--- src/rtl/xorshift_source.sv ---
// Per-CPU xorshift64 word source: presents a fixed number of pseudo-random words
// on a valid/ready handshake, optionally idling between words, then raises a sticky done flag.
module xorshift_source #(
    parameter int unsigned CPU_INDEX      = 0,
    parameter int unsigned TRANSACTION_NB = 16,
    parameter int unsigned GAP_CYCLES     = 3,
    parameter logic [63:0] SEED           = 64'h9E3779B97F4A7C15
) (
    input  logic        clk,
    input  logic        rst_n,
    input  logic        data_rdy,
    output logic        data_vld,
    output logic [63:0] data,
    output logic        transactions_done
);

    localparam logic [63:0] EFF_SEED = SEED ^ 64'(CPU_INDEX);
    localparam int CW = $clog2(TRANSACTION_NB + 1);
    localparam int GW = (GAP_CYCLES > 1) ? $clog2(GAP_CYCLES) : 1;
    localparam logic [CW:0] NB_W = (CW + 1)'(TRANSACTION_NB);
    localparam logic [GW-1:0] GAP_LOAD = GW'(GAP_CYCLES - 1);

    generate
        if (EFF_SEED == 64'd0) begin : g_bad_seed
            $error("xorshift_source: effective seed is zero, generator would stick at 0");
        end
    endgenerate

    typedef enum logic [1:0] {SEND, GAP, DONE} fsm_t;

    function automatic logic [63:0] step(input logic [63:0] x);
        logic [63:0] y;
        y = x ^ (x << 13);
        y = y ^ (y >> 7);
        y = y ^ (y << 17);
        return y;
    endfunction

    fsm_t          fsm_q, fsm_d;
    logic          run_q;
    logic [63:0]   state_q;
    logic [63:0]   data_q;
    logic [CW-1:0] count_q;
    logic [GW-1:0] gap_cnt_q;
    logic          accept;
    logic          last;

    // run_q is the synchronised release: outputs stay quiet until the first posedge out of reset.
    assign data_vld          = run_q && (fsm_q == SEND);
    assign transactions_done = (fsm_q == DONE);
    assign data              = data_vld ? state_q : data_q;
    assign accept            = data_vld && data_rdy;
    assign last              = ({1'b0, count_q} + (CW + 1)'(1)) == NB_W;

    always_comb begin
        fsm_d = fsm_q;
        case (fsm_q)
            SEND: if (accept) begin
                if (last)                 fsm_d = DONE;
                else if (GAP_CYCLES == 0) fsm_d = SEND;
                else                      fsm_d = GAP;
            end
            GAP:  if (gap_cnt_q == '0) fsm_d = SEND;
            DONE: fsm_d = DONE;
            default: fsm_d = SEND;
        endcase
    end

    always_ff @(posedge clk or negedge rst_n) begin
        if (!rst_n) begin
            run_q     <= 1'b0;
            fsm_q     <= SEND;
            state_q   <= EFF_SEED;
            data_q    <= '0;
            count_q   <= '0;
            gap_cnt_q <= '0;
        end else begin
            run_q <= 1'b1;
            fsm_q <= fsm_d;
            if (accept) begin
                state_q <= step(state_q);
                data_q  <= state_q;
                count_q <= count_q + CW'(1);
                if (!last && GAP_CYCLES != 0) gap_cnt_q <= GAP_LOAD;
            end else if (fsm_q == GAP && gap_cnt_q != '0) begin
                gap_cnt_q <= gap_cnt_q - GW'(1);
            end
        end
    end

endmodule

--- config.mk ---
export PLATFORM = sky130hd
export DESIGN_NAME = xorshift_source
export DESIGN_NICKNAME = d
export VERILOG_FILES = /design/src/rtl/xorshift_source.sv
export SDC_FILE = /design/constraint.sdc
export NUM_CORES = 1
export LEC_CHECK = 0
export CAP_MARGIN = 5
export CORE_MARGIN = 2
export CORE_UTILIZATION = 53
export DETAILED_ROUTE_END_ITERATION = 16
export GPL_TIMING_DRIVEN = 0
export PLACE_DENSITY = 0.79
export SYNTH_ARGS = -nofsm -noshare
export SYNTH_HDL_FRONTEND = slang
export SYNTH_SLANG_ARGS = --single-unit
--- constraint.sdc ---
create_clock -name clk -period 1.7 [get_ports clk]
set_input_delay 0.425 -clock clk [delete_from_list [all_inputs] [get_ports clk]]
set_output_delay 0.425 -clock clk [all_outputs]
set_load 0.02 [all_outputs]
==> key figures <==
Synthesis
  • Post-synth EDFFs: 0
  • Synthesized area: 8300 um^2
  • Post-synth top area cell: dfrtp_1
  • #FFs+latches synth: between 100 and 150
  • Ys flop type: dfrtp_1
  • Syn. warnings: 0
  • Area contributors post-synth: dfrtp_1, xnor2_1, dfstp_2
  • Post-Synthesis Cells: ~770
  • Ys async rst share: 1.00
  • Top-area cell type share of the netlist area: 0.301
  • Mean Syn Cell Area: 10.8 um^2
  • Distinct cells, synth: 30
  • Sequential fraction of the synthesis area: 0.422
  • Post-Syn Nets: 774

Run status
  • Status: finished, violations left
  • Failing checks: setup timing

Power
  • Peak supply drop: roughly 0.0011 V
  • Pwr/cell area: 825 nW/um^2
  • Leak: 5.43 nW

Finish
  • Finished Layout Cells: 1095
  • Antenna cell count: 0
  • Nets: just under 900
  • Layout area overhead: 28.0%
  • Most frequent cells in the layout: nand2_1, xnor2_1, dfrtp_1
  • Design area: 10600 um^2
  • Layout cells sized above 1: 0.342
  • Most common cell after layout, fill and taps aside: nand2_1

Critical path
  • Buf/Inv on CP: 4
  • Most frequent CP cell: buf_8
  • Critical-path top delay cell: dfrtp_1
  • Largest stage delay, worst path: 410 ps
  • CP cell instances: nor3b_4, buf_8, buf_8, clkbuf_16, mux2_4, buf_6
  • Crit start category: flip-flop
  • CP top delay family: buffers and inverters
  • Peak fanout along the critical path: 5
  • WP data required: 1270 ps
  • CP arrival: 2000 ps
  • Critical path capture point type: primary output
  • Crit path kind: flip-flop to primary output

Floorplan
  • Die height: 129 um
  • # rows: 45
  • Num ports: 69
  • Initial Utilization: 0.544
  • DIE AREA: ~17000 um^2
  • Core Box Area: 15300 um^2
  • Die Wd: 129 um

Clock tree
  • CTS Buffer Depth: 2
  • Clock Latency Late Sink: 430 ps
  • Inserted Clock Buffers: 17
  • CTS tree: done
  • CTS H-tree lvls: 4
  • Reg clk slew, reported paths: 50 ps
  • CTS root buf: clkbuf_16
  • CTS sink cnt: roughly 140

STA
  • Worst slew pin tran: 560 ps
  • Final setup margin: -728 ps
  • Worst hold margin: 474 ps
  • Fmax: 412 MHz
  • Fin crit period: 2430 ps
  • Final hold vios: 0
  • Final setup TNS: -52890 ps
  • Final setup vio count: 153
  • Slew Limit Headroom: 0.627
  • Clock Skews: 5.56 ps
  • Fin crit share: 1.43
  • Final Slew Violations: 0
  • RSZ-0062 raised after global routing: true

Worst hold path
  • Min-Delay Path Class: flip-flop to flip-flop

Global route
  • GRT Util Overall: 0.246
  • Global route overflow: 0
  • Vias in the first global route: ~5600
  • Largest net degree at the start of global routing: just over 90
  • First-pass GRT wire length: 30500 um
  • Initial antenna violation count: 0

Drt
  • Avg WL per Cell: 17.9 um
  • Via count: 5605
  • Antenna Nets Post-Route: 0
  • Starting DRT DRC Count: 354
  • Final wirelength: between 15000 and 20000 um
  • Drt pass-1 iters: 6
  • Vias per cell: about 5
  • DRC: 0

Placed design
  • Post-DP HPWL: ~13000 um
  • IO buf count: 68
  • Gpl congestion: between 0.8 and 0.9
  • DP Cell Count: 1048
  • Placed Area: roughly 9500 um^2
  • Pre-CTS setup slack: -745 ps

Run
  • Max cap viols: 0
==> layer usage <==
layer | up-vias | part of all wire | global-route usage
li1 | 2616 | - | -
met1 | 2805 | 0.44 | 0.330
met3 | 35 | 0.046 | 0.0524
met2 | 149 | 0.50 | 0.400
met4 | 0 | 0.021 | 0.0825
met5 | - | 0 | 0
==> synth_stat cells (8+ instances only) <==
master      n
xnor2_1   115
nand2_1   242
nor2_1     17
dfrtp_1   100
clkbuf_1   16
xor3_1     10
xnor3_1    42
dfstp_2    38
xor2_1     33
mux2_2     66
buf_2      55
o21ai_0     8
==> flip-flops by register name, summed over array words and instances, names as in the netlist <==
signal	count
run_q	1
data_q	64
state_q	64
count_q	5
gap_cnt_q	2
fsm_q	2
==> logic make-up after synthesis <==
family	after synthesis	share of synthesized area
buffers and inverters	77	0.0444
flip-flops	138	0.422
AO/OA/AOI/OAI	14	0.0105
multiplexers	66	0.0895
adder cells (fa/ha/maj)	3	0.00452
other	1	0.000452
XOR/XNOR	204	0.306
AND/OR/NAND/NOR	265	0.122
==> power by group <==
| part | internal, mW | leakage (nW) | total, mW | switching [mW] |
|---|---|---|---|---|
| Combinational | 0.782 | 3.38 | 1.65 | 0.865 |
| Clock | 2.32 | 0.277 | 3.65 | 1.33 |
| Sequential | 3.38 | 1.77 | 3.46 | 0.0802 |
==> worst paths after layout <==
check	cells past startpoint	slack, ps	endpoint	from
max	6	-730	data[16]	fsm_q[1]
min	2	470	data_q[28]	data_q[28]
max reg2reg	9	-190	state_q[54]	fsm_q[1]
min reg2reg	2	470	data_q[28]	data_q[28]
max in group asynchronous	3	360	state_q[0]	rst_n
min in group asynchronous	2	500	data_q[35]	rst_n
==> worst reg2reg max path: stages, from the launching register on <==
cell and delay (ps):
dfrtp_1 410, nor3b_4 250, buf_4 170, buf_4 120, and2_1 120, buf_4 170
buf_12 160, buf_8 150, nand2_1 90, xnor2_2 140
==> stage by stage <==
stage | util | power [mW]
after floorplan | - | 4.35
after CTS | 0.676 | 8.70
after global placement | 0.621 | 4.67
final | 0.697 | 8.76
after global routing | 0.697 | 9.08
after detailed placement | 0.623 | 4.69
==> repair_timing <==
item,in CTS,in global routing
hold endpoints to repair,37,0
hold buffers,1,0
resized for setup,360,79
cloned,0,2
pin swaps,4,3
endpoints found under the setup margin,170,187
setup buffers,25,2
==> area by class of cell <==
class / instances / area (um^2)
plain buffers: 60 / 520
clock buffers: 30 / 514
clock inverters: 2 / 60.1
fillers: 1039 / 4630
inverters: 2 / 7.51
multi-input cells: 553 / 4770
flip-flops and latches: 138 / 3500
well taps: 211 / 264
repair buffers: 99 / 988
Note: power is estimated with default switching activity, not from simulation.
